==> src/rtl/flash_ctrl_pkg.sv <==
// Shared definitions for the GW1NR-9 user-flash sequencer.
// Holds op codes, FSM states, timer width and 27 MHz timing defaults.
package flash_ctrl_pkg;

  localparam int TMR_W = 22;

  localparam logic [1:0] OP_READ  = 2'b00;
  localparam logic [1:0] OP_PROG  = 2'b01;
  localparam logic [1:0] OP_ERASE = 2'b10;
  localparam logic [1:0] OP_RSVD  = 2'b11;

  localparam int T_NVS_DEF   = 135;
  localparam int T_PGS_DEF   = 270;
  localparam int T_PROG_DEF  = 270;
  localparam int T_NVH_DEF   = 135;
  localparam int T_NVH1_DEF  = 2700;
  localparam int T_RCV_DEF   = 270;
  localparam int T_ERASE_DEF = 2700000;
  localparam int T_ACC_DEF   = 2;
  localparam int N_ROWS_DEF  = 304;

  typedef enum logic [3:0] {
    IDLE, RD_SETUP, RD_SE, RD_WAIT,
    PG_NVS, PG_PGS, PG_PROG, PG_ADH, PG_NVH, PG_RCV,
    ER_NVS, ER_ERASE, ER_NVH, ER_RCV,
    RESP, ERR
  } state_e;

  function automatic bit tmr_fits(input int v);
    return (v >= 1) && (v < (1 << TMR_W));
  endfunction

endpackage

==> src/rtl/user_flash_ctrl_if.sv <==
// Command/response port between the SoC bus bridge (master) and the flash sequencer (slave).
interface user_flash_ctrl_if;
  logic        cmd_valid;
  logic        cmd_ready;
  logic [1:0]  cmd_op;
  logic [14:0] cmd_addr;
  logic [31:0] cmd_wdata;
  logic        rsp_valid;
  logic [31:0] rsp_rdata;
  logic        rsp_err;

  modport master (
    output cmd_valid, cmd_op, cmd_addr, cmd_wdata,
    input  cmd_ready, rsp_valid, rsp_rdata, rsp_err
  );

  modport slave (
    input  cmd_valid, cmd_op, cmd_addr, cmd_wdata,
    output cmd_ready, rsp_valid, rsp_rdata, rsp_err
  );
endinterface

==> src/rtl/flash_ctrl_timer.sv <==
// Down-counter for sequencer wait states: load T-1 on state entry, done while the count is zero.
module flash_ctrl_timer
  import flash_ctrl_pkg::*;
(
  input  logic             clk,
  input  logic             rst_n,
  input  logic             i_load,
  input  logic [TMR_W-1:0] i_value,
  output logic             o_done
);

  logic [TMR_W-1:0] r_cnt;

  always_ff @(posedge clk or negedge rst_n) begin
    if (!rst_n)              r_cnt <= '0;
    else if (i_load)         r_cnt <= i_value;
    else if (r_cnt != '0)    r_cnt <= r_cnt - 1'b1;
  end

  assign o_done = (r_cnt == '0);

endmodule

==> src/rtl/user_flash_ctrl.sv <==
// GW1NR-9 user-flash sequencer: one READ/PROG/ERASE at a time, strobes registered off the state.
// cmd_ready only in IDLE (commands never queue); exactly one rsp_valid pulse per accepted command.
module user_flash_ctrl
  import flash_ctrl_pkg::*;
#(
  parameter int T_NVS   = T_NVS_DEF,
  parameter int T_PGS   = T_PGS_DEF,
  parameter int T_PROG  = T_PROG_DEF,
  parameter int T_NVH   = T_NVH_DEF,
  parameter int T_NVH1  = T_NVH1_DEF,
  parameter int T_RCV   = T_RCV_DEF,
  parameter int T_ERASE = T_ERASE_DEF,
  parameter int T_ACC   = T_ACC_DEF,
  parameter int N_ROWS  = N_ROWS_DEF
) (
  input  logic              clk,
  input  logic              rst_n,
  user_flash_ctrl_if.slave  bus,
  output logic              busy,
  output logic              f_xe,
  output logic              f_ye,
  output logic              f_se,
  output logic              f_prog,
  output logic              f_erase,
  output logic              f_nvstr,
  output logic [8:0]        f_xadr,
  output logic [5:0]        f_yadr,
  output logic [31:0]       f_din,
  input  logic [31:0]       f_dout
);

  if (!tmr_fits(T_NVS) || !tmr_fits(T_PGS) || !tmr_fits(T_PROG) || !tmr_fits(T_NVH) ||
      !tmr_fits(T_NVH1) || !tmr_fits(T_RCV) || !tmr_fits(T_ERASE) || !tmr_fits(T_ACC) ||
      N_ROWS < 1 || N_ROWS > 512) begin : g_bad_param
    $error("user_flash_ctrl: timing parameter outside [1, 2^22) or N_ROWS outside [1, 512]");
  end

  state_e           r_state, w_state_nxt;
  logic             r_err;
  logic             w_accept, w_bad;
  logic             w_tmr_load, w_tmr_done;
  logic [TMR_W-1:0] w_tmr_val;
  logic             w_xe, w_ye, w_se, w_prog, w_erase, w_nvstr, w_rsp_vld;

  function automatic logic [TMR_W-1:0] ticks(input state_e s);
    case (s)
      RD_WAIT:        return TMR_W'(T_ACC - 1);
      PG_NVS, ER_NVS: return TMR_W'(T_NVS - 1);
      PG_PGS:         return TMR_W'(T_PGS - 1);
      PG_PROG:        return TMR_W'(T_PROG - 1);
      PG_NVH:         return TMR_W'(T_NVH - 1);
      PG_RCV, ER_RCV: return TMR_W'(T_RCV - 1);
      ER_ERASE:       return TMR_W'(T_ERASE - 1);
      ER_NVH:         return TMR_W'(T_NVH1 - 1);
      default:        return '0;
    endcase
  endfunction

  assign w_accept = (r_state == IDLE) && bus.cmd_ready && bus.cmd_valid;
  assign w_bad    = (bus.cmd_op == OP_RSVD) || ({1'b0, bus.cmd_addr[14:6]} >= 10'(N_ROWS));

  // Timer reloads on every state change; single-cycle states simply ignore it.
  assign w_tmr_load = (w_state_nxt != r_state);
  assign w_tmr_val  = ticks(w_state_nxt);

  flash_ctrl_timer u_timer (
    .clk     (clk),
    .rst_n   (rst_n),
    .i_load  (w_tmr_load),
    .i_value (w_tmr_val),
    .o_done  (w_tmr_done)
  );

  always_ff @(posedge clk or negedge rst_n) begin
    if (!rst_n) r_state <= IDLE;
    else        r_state <= w_state_nxt;
  end

  always_comb begin
    w_state_nxt = r_state;
    case (r_state)
      IDLE: if (w_accept) begin
        if (w_bad)                      w_state_nxt = ERR;
        else if (bus.cmd_op == OP_READ) w_state_nxt = RD_SETUP;
        else if (bus.cmd_op == OP_PROG) w_state_nxt = PG_NVS;
        else                            w_state_nxt = ER_NVS;
      end
      RD_SETUP: w_state_nxt = RD_SE;
      RD_SE:    w_state_nxt = RD_WAIT;
      RD_WAIT:  if (w_tmr_done) w_state_nxt = RESP;
      PG_NVS:   if (w_tmr_done) w_state_nxt = PG_PGS;
      PG_PGS:   if (w_tmr_done) w_state_nxt = PG_PROG;
      PG_PROG:  if (w_tmr_done) w_state_nxt = PG_ADH;
      PG_ADH:   w_state_nxt = PG_NVH;
      PG_NVH:   if (w_tmr_done) w_state_nxt = PG_RCV;
      PG_RCV:   if (w_tmr_done) w_state_nxt = RESP;
      ER_NVS:   if (w_tmr_done) w_state_nxt = ER_ERASE;
      ER_ERASE: if (w_tmr_done) w_state_nxt = ER_NVH;
      ER_NVH:   if (w_tmr_done) w_state_nxt = ER_RCV;
      ER_RCV:   if (w_tmr_done) w_state_nxt = RESP;
      ERR:      w_state_nxt = RESP;
      RESP:     w_state_nxt = IDLE;
      default:  w_state_nxt = IDLE;
    endcase
  end

  always_comb begin
    w_xe = 1'b0; w_ye = 1'b0; w_se = 1'b0;
    w_prog = 1'b0; w_erase = 1'b0; w_nvstr = 1'b0; w_rsp_vld = 1'b0;
    case (r_state)
      RD_SETUP, RD_WAIT: begin w_xe = 1'b1; w_ye = 1'b1; end
      RD_SE:    begin w_xe = 1'b1; w_ye = 1'b1; w_se = 1'b1; end
      PG_NVS:   begin w_xe = 1'b1; w_prog = 1'b1; end
      PG_PGS, PG_ADH: begin w_xe = 1'b1; w_prog = 1'b1; w_nvstr = 1'b1; end
      PG_PROG:  begin w_xe = 1'b1; w_prog = 1'b1; w_nvstr = 1'b1; w_ye = 1'b1; end
      PG_NVH, ER_NVH: begin w_xe = 1'b1; w_nvstr = 1'b1; end
      ER_NVS:   begin w_xe = 1'b1; w_erase = 1'b1; end
      ER_ERASE: begin w_xe = 1'b1; w_erase = 1'b1; w_nvstr = 1'b1; end
      RESP:     w_rsp_vld = 1'b1;
      default:  ;
    endcase
  end

  // Strobes and response lag the state by one cycle so every pin leaves a flop.
  always_ff @(posedge clk or negedge rst_n) begin
    if (!rst_n) begin
      f_xe <= 1'b0; f_ye <= 1'b0; f_se <= 1'b0;
      f_prog <= 1'b0; f_erase <= 1'b0; f_nvstr <= 1'b0;
      f_xadr <= '0; f_yadr <= '0; f_din <= '0;
      bus.cmd_ready <= 1'b0; bus.rsp_valid <= 1'b0;
      bus.rsp_rdata <= '0; bus.rsp_err <= 1'b0;
      busy <= 1'b0; r_err <= 1'b0;
    end else begin
      f_xe <= w_xe; f_ye <= w_ye; f_se <= w_se;
      f_prog <= w_prog; f_erase <= w_erase; f_nvstr <= w_nvstr;
      bus.cmd_ready <= (w_state_nxt == IDLE);
      busy          <= (w_state_nxt != IDLE);
      bus.rsp_valid <= w_rsp_vld;
      bus.rsp_err   <= w_rsp_vld & r_err;
      if (w_accept) begin
        f_xadr <= bus.cmd_addr[14:6];
        f_yadr <= bus.cmd_addr[5:0];
        f_din  <= bus.cmd_wdata;
        r_err  <= w_bad;
      end
      if (r_state == RD_WAIT && w_tmr_done) bus.rsp_rdata <= f_dout;
    end
  end

  a_prog_erase_excl: assert property (@(posedge clk) disable iff (!rst_n) !(f_prog && f_erase));
  a_ye_in_prog: assert property (@(posedge clk) disable iff (!rst_n)
    (f_prog && f_ye) |-> ($past(r_state) == PG_PROG));
  a_se_in_rd_se: assert property (@(posedge clk) disable iff (!rst_n)
    f_se |-> ($past(r_state) == RD_SE));
  a_nvstr_guard: assert property (@(posedge clk) disable iff (!rst_n)
    $rose(f_nvstr) |-> $past(f_prog || f_erase));

endmodule

==> src/flat_wrapper.sv <==
// flat-port wrapper written by rule: the top's interface ports become plain ports
module user_flash_ctrl_flat import flash_ctrl_pkg::*;
#(
  parameter int T_NVS   = T_NVS_DEF,
  parameter int T_PGS   = T_PGS_DEF,
  parameter int T_PROG  = T_PROG_DEF,
  parameter int T_NVH   = T_NVH_DEF,
  parameter int T_NVH1  = T_NVH1_DEF,
  parameter int T_RCV   = T_RCV_DEF,
  parameter int T_ERASE = T_ERASE_DEF,
  parameter int T_ACC   = T_ACC_DEF,
  parameter int N_ROWS  = N_ROWS_DEF
)
  (clk, rst_n, busy, f_xe, f_ye, f_se, f_prog, f_erase, f_nvstr, f_xadr, f_yadr, f_din, f_dout, bus_cmd_valid, bus_cmd_op, bus_cmd_addr, bus_cmd_wdata, bus_cmd_ready, bus_rsp_valid, bus_rsp_rdata, bus_rsp_err);
  user_flash_ctrl_if bus_i ();
  input  logic clk;
  input  logic rst_n;
  output logic busy;
  output logic f_xe;
  output logic f_ye;
  output logic f_se;
  output logic f_prog;
  output logic f_erase;
  output logic f_nvstr;
  output logic [8:0] f_xadr;
  output logic [5:0] f_yadr;
  output logic [31:0] f_din;
  input  logic [31:0] f_dout;
  input wire logic [$bits(bus_i.cmd_valid)-1:0] bus_cmd_valid;
  input wire logic [$bits(bus_i.cmd_op)-1:0] bus_cmd_op;
  input wire logic [$bits(bus_i.cmd_addr)-1:0] bus_cmd_addr;
  input wire logic [$bits(bus_i.cmd_wdata)-1:0] bus_cmd_wdata;
  output wire logic [$bits(bus_i.cmd_ready)-1:0] bus_cmd_ready;
  output wire logic [$bits(bus_i.rsp_valid)-1:0] bus_rsp_valid;
  output wire logic [$bits(bus_i.rsp_rdata)-1:0] bus_rsp_rdata;
  output wire logic [$bits(bus_i.rsp_err)-1:0] bus_rsp_err;
  assign bus_i.cmd_valid = bus_cmd_valid;
  assign bus_i.cmd_op = bus_cmd_op;
  assign bus_i.cmd_addr = bus_cmd_addr;
  assign bus_i.cmd_wdata = bus_cmd_wdata;
  assign bus_cmd_ready = bus_i.cmd_ready;
  assign bus_rsp_valid = bus_i.rsp_valid;
  assign bus_rsp_rdata = bus_i.rsp_rdata;
  assign bus_rsp_err = bus_i.rsp_err;
  user_flash_ctrl #(.T_NVS(T_NVS), .T_PGS(T_PGS), .T_PROG(T_PROG), .T_NVH(T_NVH), .T_NVH1(T_NVH1), .T_RCV(T_RCV), .T_ERASE(T_ERASE), .T_ACC(T_ACC), .N_ROWS(N_ROWS)) u_core (.clk(clk), .rst_n(rst_n), .bus(bus_i), .busy(busy), .f_xe(f_xe), .f_ye(f_ye), .f_se(f_se), .f_prog(f_prog), .f_erase(f_erase), .f_nvstr(f_nvstr), .f_xadr(f_xadr), .f_yadr(f_yadr), .f_din(f_din), .f_dout(f_dout));
endmodule
==> config.mk <==
export PLATFORM = sky130hd
export DESIGN_NAME = user_flash_ctrl_flat
export DESIGN_NICKNAME = d
export VERILOG_FILES = /design/src/rtl/flash_ctrl_pkg.sv /design/src/rtl/user_flash_ctrl_if.sv /design/src/rtl/flash_ctrl_timer.sv /design/src/rtl/user_flash_ctrl.sv /design/src/flat_wrapper.sv
export SDC_FILE = /design/constraint.sdc
export NUM_CORES = 1
export LEC_CHECK = 0
export ABC_AREA = 0
export ABC_CLOCK_PERIOD_IN_PS = 3100
export BUFFER_PORTS_ARGS = -buffer_cell sky130_fd_sc_hd__buf_2
export CAP_MARGIN = 40
export CORE_MARGIN = 4
export CORE_UTILIZATION = 35
export DETAILED_ROUTE_END_ITERATION = 8
export PLACE_DENSITY = 0.59
export SLEW_MARGIN = 20
export SYNTH_ARGS = -nofsm -noshare
export SYNTH_HDL_FRONTEND = slang
export SYNTH_SLANG_ARGS = --single-unit
==> constraint.sdc <==
create_clock -name clk -period 3.1 [get_ports clk]
set_clock_uncertainty 0.15 [all_clocks]
set_input_delay 0.31 -clock clk [delete_from_list [all_inputs] [get_ports clk]]
set_output_delay 0.31 -clock clk [all_outputs]
set_load 0.02 [all_outputs]
==> flow_summary.json, run 1 <==
{
  "status": "finished, final reports clean",
  "maxSlewHeadroom": 0.644,
  "die_h_microns": 129,
  "gp_congestion": 0.836,
  "finalCritPeriodShare": 0.941,
  "fmax_mhz": 343,
  "cap_violations": 0,
  "synthFlopType": "dfrtp_1",
  "grt_first_pass_wirelength_microns": 22300,
  "reg2reg_setup_slack_ns": 0.18,
  "crit_cells": 6,
  "worst_pin_slew_ns": 0.535,
  "dieWidth_microns": 129,
  "seqCellArea_sq_mm": 0.00290,
  "period_needed_ns": 2.92,
  "p_per_area_mw_per_mm2": 483,
  "cp-start-kind": "flop",
  "ys_types": 49,
  "r2r-start": "u_core.u_timer.r_cnt[7]$_DFFE_PN0P_",
  "stdcell_count": 883,
  "core_sq_mm": 0.0145,
  "clk_pin_slew_ns": 0.06,
  "yosysSeqAreaShare": 0.565,
  "crit_buf_inv": 0,
  "r2r_cells": 6,
  "synth_edf_count": 0,
  "multi_input_area_sq_mm": 0.00209,
  "gr-total-overflow": 0,
  "drc": 0,
  "antenna_found_initial": 0,
  "drt_pre_antenna_iters": 4,
  "crit_family": "simple AND/OR/NAND/NOR gates",
  "slowest_stage": "or4_1",
  "layout_common_cells": "buf_2 (171), dfrtp_1 (116), mux2_2 (80)",
  "cts_made_buffers": 17,
  "drt-total-wl_microns": 13300,
  "routed-via-count": 4170,
  "cts_tree": "yes",
  "start_util": 0.355,
  "hpwl_microns": 8900,
  "fill_cells": 1249,
  "wl_per_cell_microns": 15.0,
  "row_count": 44,
  "dieArea_sq_mm": 0.0167,
  "setup_viol": 0,
  "drv_slew": 0,
  "port_buffers": 172,
  "grt_pass1_vias": 4537,
  "drt-vias-per-instance": 4.72,
  "final_hold_viol_count": 0,
  "setup_tns_ns": 0,
  "crit_arrival_ns": 3.03,
  "clock_sinks": 116,
  "syn_to_final_growth_pct": 51.6,
  "vdd_drop_max_v": 0.000461,
  "hold_path_class": "input pin to flop",
  "crit_start": "u_core.u_timer.r_cnt[7]$_DFFE_PN0P_",
  "drive_gt1_frac": 0.454,
  "nets": 775,
  "final_common_cell": "buf_2",
  "utilization": 0.538,
  "clock_latency_ns": 0.41,
  "grt_max_degree": 63,
  "critPathKind": "flop to flop",
  "root_buffer": "clkbuf_16",
  "crit_path_max_incr_delay_ns": 0.58,
  "pin_count": 173,
  "antenna_left": 0,
  "ys_warn_count": 0,
  "htree_levels": 4,
  "r2r-end": "u_core.u_timer.r_cnt[2]$_DFFE_PN0P_",
  "drt-initial-drc-count": 187,
  "cp_cell_sequence": "or4_1, or2_4, or2_1, o311a_1, o311ai_1, o31ai_1",
  "crit_fanout": 10,
  "syn-instance-count": 414,
  "dp.cells": 769,
  "avgSynthCellArea_sq_um": 12.4,
  "antennaDiodeCount": 0,
  "ys_ff_latch": 116,
  "critPathRequiredTime_ns": 3.22,
  "grt_usage": 0.168,
  "syn_area_sq_mm": 0.00513,
  "synthArstFlopShare": 1.00,
  "synth_fp_nets": 503,
  "leakage_nw": 4.06,
  "cts_max_path_buffers": 2,
  "end_kind": "flop",
  "crit_end": "u_core.u_timer.r_cnt[2]$_DFFE_PN0P_"
}
[stage by stage]
| step | cell area [sq um] | power, mW | setup WS, ns | hold WS [ns] |
|---|---|---|---|---|
| after global routing | 7780 | 3.90 | -0.00980 | 0.0629 |
| after detailed placement | 6310 | 1.64 | 0.102 | 0.303 |
| after floorplan | 5130 | 1.55 | 0.190 | -0.136 |
| after CTS | 7730 | 3.80 | 0.0742 | 0.0412 |
| final | 7780 | 3.76 | 0.182 | 0.0543 |
| after global placement | 6310 | 1.63 | 0.180 | 0.290 |
[state kept, by name (all words and copies together), names as in the netlist, 4 cells and up]
register	flops
u_core.f_din	32
u_core.f_xadr	9
u_core.f_yadr	6
u_core.u_timer.r_cnt	22
u_core.bus.rsp_rdata	32
u_core.r_state	4
[where the power goes]
group,internal (mW),leakage (nW),total [mW],switching (mW)
Clock,1.39,0.310,2.07,0.682
Sequential,1.52,1.58,1.52,0
Combinational,0.112,2.17,0.174,0.0624
[layout make-up]
type,instances,share of cell area
clock buffers,20,0.0587
clock inverters,12,0.0228
inverters,11,0.00595
multi-input cells,265,0.269
flip-flops and latches,116,0.373
well taps,184,0.0296
repair buffers,275,0.241
[routing by layer]
metal  track usage  vias up  wire length (microns)
li1              -     2022                      -
met1         0.205     2002                   5410
met2         0.275      130                   6770
met3        0.0561       16                    879
met4        0.0655        0                    200
met5             0        -                      0
[logic make-up after synthesis]
group           Yosys count  synth area share
simple gates             99             0.103
mux                      85             0.185
buf+inv                  33            0.0319
flops                   116             0.565
xor+xnor                 19            0.0324
compound gates           57            0.0702
fa+ha+maj                 5            0.0122
[synth_stat cells (2+ instances only)]
cell,n,area (sq um)
o311ai_1,2,17.5
nor2b_1,2,12.5
nand2_1,15,56.3
nor3b_1,4,30.0
clkbuf_1,11,41.3
or2_1,2,12.5
buf_1,2,7.51
or3_1,4,25.0
o221ai_1,2,17.5
nor2_1,22,82.6
o22ai_1,2,12.5
nor3_1,18,90.1
xor2_1,6,52.6
a21oi_1,15,75.1
nor4_1,8,50.1
buf_2,4,20.0
dfrtp_1,116,2900
xnor2_1,13,114
a21o_1,2,15.0
o21ai_0,18,90.1
inv_1,9,33.8
mux2_2,80,901
o21a_1,2,15.0
a211o_1,3,26.3
buf_4,2,15.0
a211oi_1,2,15.0
nand2b_1,6,37.5
nand3_1,4,20.0
ha_1,5,62.6
mux2i_1,5,50.1
or4_1,5,37.5
buf_6,3,33.8
nand4_1,3,18.8
and2_1,2,12.5
[what timing repair did]
item                                    in CTS  in global routing
resized for setup                            0                  2
setup buffers                                0                  2
hold buffers                                79                  0
endpoints found under the setup margin       0                 14
endpoints found under the hold margin      138                  0
[worst register-to-register path, delay by kind of cell, from the launching register on]
kind	cells	cell delay, ns
DFF	1	0.43
and+or+nand+nor	3	1.21
AOI/OAI and AO/OA	3	0.99
[worst min path at each step]
stage                                start                             end  slack [ns]  cells after the start
after floorplan                      rst_n  u_core.bus.cmd_ready$_DFF_PN0_       -0.14                      0
after global placement               rst_n    u_core.bus.rsp_err$_DFF_PN0_        0.29                      1
after detailed placement             rst_n    u_core.bus.rsp_err$_DFF_PN0_        0.30                      1
after CTS                 bus_cmd_addr[14]    u_core.f_xadr[8]$_DFFE_PN0P_        0.04                      2
after global routing      bus_cmd_addr[14]    u_core.f_xadr[8]$_DFFE_PN0P_        0.06                      2
final                     bus_cmd_addr[14]    u_core.f_xadr[8]$_DFFE_PN0P_        0.05                      2
(Power assumes the default switching activity.)
==> run 2, diff against run 1 <==
--- a/config.mk
+++ b/config.mk
@@ -6,13 +6,13 @@
 export NUM_CORES = 1
 export LEC_CHECK = 0
 export ABC_AREA = 0
-export ABC_CLOCK_PERIOD_IN_PS = 3100
+export ABC_CLOCK_PERIOD_IN_PS = 3700
 export BUFFER_PORTS_ARGS = -buffer_cell sky130_fd_sc_hd__buf_2
 export CAP_MARGIN = 40
 export CORE_MARGIN = 4
 export CORE_UTILIZATION = 35
 export DETAILED_ROUTE_END_ITERATION = 8
-export PLACE_DENSITY = 0.59
+export PLACE_DENSITY = 0.57
 export SLEW_MARGIN = 20
 export SYNTH_ARGS = -nofsm -noshare
 export SYNTH_HDL_FRONTEND = slang
==> constraint.sdc (replaced) <==
create_clock -name clk -period 3.7 [get_ports clk]
set_clock_uncertainty 0.15 [all_clocks]
set_input_delay 0.37 -clock clk [delete_from_list [all_inputs] [get_ports clk]]
set_output_delay 0.37 -clock clk [all_outputs]
set_load 0.02 [all_outputs]
==> flow_summary.json, run 2 (synthesis gave the netlist of run 1 again) <==
{
  "status": "finished, final reports clean",
  "crit_family": "simple AND/OR/NAND/NOR gates",
  "drv_slew": 0,
  "hold_depth": 2,
  "p_switching_uw": 583,
  "clock_latency_ns": 0.41,
  "clock_sinks": 116,
  "critPathRequiredTime_ns": 3.82,
  "drt-vias-per-instance": 4.85,
  "grt_pass1_vias": 4138,
  "grt_max_degree": 59,
  "final_common_cell": "buf_2",
  "stdcell_count": 793,
  "p_per_area_mw_per_mm2": 434,
  "r2r_cells": 8,
  "internal_power_mw": 2.40,
  "slowest_stage": "or4_1",
  "drc": 0,
  "dieWidth_microns": 129,
  "power_frac_clock": 0.547,
  "die_h_microns": 129,
  "dp.cells": 761,
  "start_util": 0.355,
  "finalCritPeriodShare": 0.860,
  "crit_arrival_ns": 3.30,
  "p_sw_frac": 0.196,
  "cts_tree": "yes",
  "critPathKind": "flop to flop",
  "pwr-share-comb": 0.026,
  "hold_path_class": "input pin to flop",
  "hpwl_microns": 8960,
  "grt_setup_unrepaired": "false",
  "vdd_drop_max_v": 0.000273,
  "final_hold_viol_count": 0,
  "antennaDiodeCount": 0,
  "root_buffer": "clkbuf_16",
  "dieArea_sq_mm": 0.0167,
  "cap_violations": 0,
  "syn_to_final_growth_pct": 33.6,
  "layout_common_cells": "buf_2 (171), dfrtp_1 (116), mux2_2 (80)",
  "crit_path_max_incr_delay_ns": 0.67,
  "gp_congestion": 0.833,
  "final_area_sq_mm": 0.00686,
  "drive_gt1_frac": 0.494,
  "seqPwrFrac": 0.427,
  "wl_per_cell_microns": 15.1,
  "drt-initial-drc-count": 128,
  "timing.final.ws_setup_ns": 0.518,
  "ctsResizeCount": 0,
  "reg2reg_setup_slack_ns": 0.52,
  "pin_count": 173,
  "htree_levels": 4,
  "period_needed_ns": 3.18,
  "routed-via-count": 3846,
  "core_sq_mm": 0.0145,
  "leakage_nw": 3.65,
  "fmax_mhz": 314,
  "min_from": "bus_cmd_wdata[15]",
  "cp-start-kind": "flop",
  "cts_max_path_buffers": 2,
  "crit_cells": 8,
  "drt_pre_antenna_iters": 4,
  "drt-total-wl_microns": 12000,
  "gr-total-overflow": 0,
  "grt_usage": 0.153,
  "crit_start": "u_core.u_timer.r_cnt[7]$_DFFE_PN0P_",
  "worst_pin_slew_ns": 0.581,
  "utilization": 0.474,
  "top_regs": "u_core.bus.rsp_rdata: 32 flops, u_core.f_din: 32 flops, u_core.u_timer.r_cnt: 22 flops",
  "crit_fanout": 10,
  "antenna_left": 0,
  "r2r-start": "u_core.u_timer.r_cnt[7]$_DFFE_PN0P_",
  "antenna_found_initial": 0,
  "end_kind": "flop",
  "dpl_cell_area_sq_mm": 0.00626,
  "setup_tns_ns": 0,
  "row_count": 44,
  "maxSlewHeadroom": 0.612,
  "dp_slack_ns": 0.544,
  "grt_first_pass_wirelength_microns": 20100,
  "setup_viol": 0,
  "port_buffers": 172,
  "cp_cell_sequence": "or4_1, or2_1, or2_1, o311a_1, clkinv_4, mux2i_1, mux2i_1, o22ai_1",
  "cts_made_buffers": 17,
  "nets": 686,
  "crit_buf_inv": 1,
  "clk_pin_slew_ns": 0.05
}
-- run 2: cell types whose count changed in the layout (fill, tap and decap cells not counted), moves of 2 or more --
cell,change
buf_4,-10
clkbuf_1,+2
clkinv_4,-2
dlygate4sd3_1,-78
-- run 2: final timing paths --
kind,endpoint
setup / recovery,u_core.u_timer.r_cnt[7]$_DFFE_PN0P_
hold / removal,u_core.f_din[15]$_DFFE_PN0P_
setup reg to reg,u_core.u_timer.r_cnt[7]$_DFFE_PN0P_
hold reg to reg,u_core.bus.rsp_err$_DFF_PN0_
max in group asynchronous,u_core.f_din[31]$_DFFE_PN0P_
min in group asynchronous,u_core.bus.rsp_valid$_DFF_PN0_
-- run 2: timing repair --
| item | CTS | global route |
|---|---|---|
| setup endpoints to repair | 0 | 0 |
| setup buffers | 0 | 0 |
| hold endpoints to repair | 16 | 0 |
| hold buffers | 1 | 0 |
-- run 2: power groups by stage --
stage	combinational [mW]	clock (mW)	sequential, mW
finish	0.0789	1.63	1.27
global route	0.0911	1.74	1.27
CTS	0.0821	1.67	1.27
detailed placement	0.0809	0	1.29
global placement	0.0744	0	1.29
floorplan	0.00409	0	1.29
-- run 2: layout make-up --
type / instances / area [sq um]
clock buffers: 22 / 464
fillers: 1318 / 7620
inverters: 11 / 46.3
well taps: 184 / 230
multi-input cells: 265 / 2080
flip-flops and latches: 116 / 2900
repair buffers: 186 / 1000
clock inverters: 9 / 129
-- run 2: worst register-to-register path, stage by stage, from the launching register on --
cell	delay, ns
dfrtp_1	0.43
or4_1	0.67
or2_1	0.41
or2_1	0.40
o311a_1	0.48
clkinv_4	0.10
mux2i_1	0.08
mux2i_1	0.21
o22ai_1	0.11
-- run 2: routing by layer --
layer,track usage,routed length (microns),vias to the layer above
li1,-,-,1857
met3,0.0701,1000,16
met4,0.0574,165,0
met5,0,0,-
met1,0.183,5020,1846
met2,0.242,5810,127
-- run 2: through the flow --
step	power, mW	hold WS, ns
finish	2.98	0.0380
global route	3.10	0.0234
CTS	3.02	0.0219
detailed placement	1.37	0.114
global placement	1.37	0.321
floorplan	1.30	-0.0756
==> run 3, diff against run 2 <==
--- a/config.mk
+++ b/config.mk
@@ -7,12 +7,12 @@
 export LEC_CHECK = 0
 export ABC_AREA = 0
 export ABC_CLOCK_PERIOD_IN_PS = 3700
-export BUFFER_PORTS_ARGS = -buffer_cell sky130_fd_sc_hd__buf_2
 export CAP_MARGIN = 40
 export CORE_MARGIN = 4
 export CORE_UTILIZATION = 35
 export DETAILED_ROUTE_END_ITERATION = 8
-export PLACE_DENSITY = 0.57
+export DONT_BUFFER_PORTS = 1
+export PLACE_DENSITY = 0.47
 export SLEW_MARGIN = 20
 export SYNTH_ARGS = -nofsm -noshare
 export SYNTH_HDL_FRONTEND = slang
==> flow_summary.json, run 3 (synthesis gave the netlist of run 1 again) <==
{
  "setup_tns_ns": 0,
  "fmax_mhz": 308,
  "grt_first_pass_wirelength_microns": 18800,
  "syn_to_final_growth_pct": 31.0,
  "setup_viol": 0,
  "final_hold_viol_count": 0,
  "gp_congestion": 0.840,
  "nets": 591,
  "drt_pre_antenna_iters": 5,
  "r2r-end": "u_core.u_timer.r_cnt[7]$_DFFE_PN0P_",
  "dieArea_sq_mm": 0.0167,
  "grt_max_degree": 117,
  "gr-total-overflow": 0,
  "cts_made_buffers": 17,
  "dp.cells": 586,
  "drt-total-wl_microns": 11800,
  "antenna_left": 0,
  "drt-vias-per-instance": 5.08,
  "cp-start-kind": "flop",
  "fill_cells": 1296,
  "htree_levels": 4,
  "cts_setup_buffers": 0,
  "cts_tree": "yes",
  "crit_fanout": 8,
  "layout_common_cells": "dfrtp_1 (116), mux2_2 (80), dlygate4sd3_1 (80)",
  "cap_violations": 0,
  "worst_pin_slew_ns": 0.588,
  "crit_arrival_ns": 3.36,
  "critPathKind": "flop to flop",
  "top_regs": "u_core.bus.rsp_rdata: 32 flops, u_core.f_din: 32 flops, u_core.u_timer.r_cnt: 22 flops",
  "critPathRequiredTime_ns": 3.82,
  "whs_endpoint": "u_core.r_err$_DFFE_PN0P_",
  "wl_per_cell_microns": 16.9,
  "row_count": 44,
  "routed-via-count": 3543,
  "die_h_microns": 129,
  "vdd_drop_max_v": 0.000296,
  "port_buffers": 0,
  "grt_pass1_vias": 3811,
  "drc": 0,
  "hold_path_class": "input pin to flop",
  "finalCritPeriodShare": 0.877,
  "end_kind": "flop",
  "hpwl_microns": 7650,
  "clk_pin_slew_ns": 0.05,
  "maxSlewHeadroom": 0.607,
  "grt_setup_unrepaired": "false",
  "status": "finished, final reports clean",
  "multi_input_area_sq_mm": 0.00208,
  "cts_max_path_buffers": 2,
  "core_sq_mm": 0.0145,
  "min_from": "bus_cmd_addr[14]",
  "dpl_cell_area_sq_mm": 0.00534,
  "pin_count": 173,
  "seqCellArea_sq_mm": 0.00290,
  "reg2reg_setup_slack_ns": 0.46,
  "leakage_nw": 3.15,
  "stdcell_count": 697,
  "r2r_cells": 11,
  "root_buffer": "clkbuf_16",
  "period_needed_ns": 3.24,
  "grt_usage": 0.145,
  "p_per_area_mw_per_mm2": 434,
  "r2r-start": "u_core.u_timer.r_cnt[0]$_DFFE_PN0P_",
  "clock_latency_ns": 0.41,
  "antennaDiodeCount": 0,
  "final_area_sq_mm": 0.00673,
  "final_common_cell": "dfrtp_1",
  "hold_depth": 2,
  "antenna_found_initial": 0,
  "drv_slew": 0,
  "drt-initial-drc-count": 139,
  "dieWidth_microns": 129,
  "drive_gt1_frac": 0.242,
  "start_util": 0.355,
  "clock_sinks": 116
}
## run 3: changes by cell type in the layout (fill, tap and decap cells not counted), sizes merged
cell,previous run,this run
clkinvlp,2,0
clkbuf,22,25
clkinv,6,5
buf,185,11
dlygate4sd3,1,80
bufinv,3,2
## run 3: per-stage QoR
step | utilization | setup slack, ns | hold slack (ns) | power (mW)
5_1_grt | 0.465 | 0.196 | 0.0312 | 3.03
4_1_cts | 0.465 | 0.492 | 0.00908 | 2.98
3_3_place_gp | 0.369 | 0.505 | -0.0728 | 1.30
3_5_place_dp | 0.369 | 0.507 | -0.0731 | 1.30
2_1_floorplan | - | 0.790 | -0.0756 | 1.30
6_report | 0.465 | 0.456 | 0.0359 | 2.92
## run 3: worst max-delay path, stage by stage, from the launching register on
cell,delay [ns]
dfrtp_1,0.40
inv_1,0.12
ha_1,0.24
nor2b_1,0.22
nand4_1,0.33
a211o_1,0.39
nor3b_1,0.49
inv_1,0.11
ha_1,0.22
and2_4,0.15
mux2i_1,0.17
o22ai_1,0.10
## run 3: worst max-delay path by stage
stage / slack, ns / end / from
2_1_floorplan: 0.79 / u_core.u_timer.r_cnt[7]$_DFFE_PN0P_ / u_core.u_timer.r_cnt[2]$_DFFE_PN0P_
3_3_place_gp: 0.50 / u_core.u_timer.r_cnt[13]$_DFFE_PN0P_ / u_core.u_timer.r_cnt[7]$_DFFE_PN0P_
3_5_place_dp: 0.51 / u_core.u_timer.r_cnt[6]$_DFFE_PN0P_ / u_core.u_timer.r_cnt[7]$_DFFE_PN0P_
4_1_cts: 0.49 / u_core.u_timer.r_cnt[7]$_DFFE_PN0P_ / u_core.u_timer.r_cnt[7]$_DFFE_PN0P_
5_1_grt: 0.20 / u_core.u_timer.r_cnt[21]$_DFFE_PN0P_ / u_core.u_timer.r_cnt[0]$_DFFE_PN0P_
6_report: 0.46 / u_core.u_timer.r_cnt[7]$_DFFE_PN0P_ / u_core.u_timer.r_cnt[0]$_DFFE_PN0P_
## run 3: what timing repair did
| item | in CTS | in global routing |
|---|---|---|
| hold buffers | 81 | 0 |
| endpoints found under the hold margin | 195 | 0 |
| setup endpoints to repair | 0 | 0 |
| resized for setup | 0 | 0 |
## run 3: cell type report
type / count / share of cell area
flip-flops and latches: 116 / 0.432
multi-input cells: 265 / 0.310
repair buffers: 91 / 0.134
clock buffers: 25 / 0.0722
well taps: 184 / 0.0342
clock inverters: 5 / 0.0112
inverters: 11 / 0.00688
## run 3: power breakdown
part	leakage, nW	internal [mW]	switching [mW]	total [mW]
clock network	0.277	1.03	0.517	1.55
logic	1.29	0.0617	0.0365	0.0982
registers	1.58	1.27	0	1.27
## run 3: routing by layer
metal,wire length (microns),vias up,global-route usage
met1,5000,1714,0.172
met3,1180,14,0.0664
met2,5410,156,0.227
met5,0,-,0
met4,180,0,0.0611
li1,-,1659,-
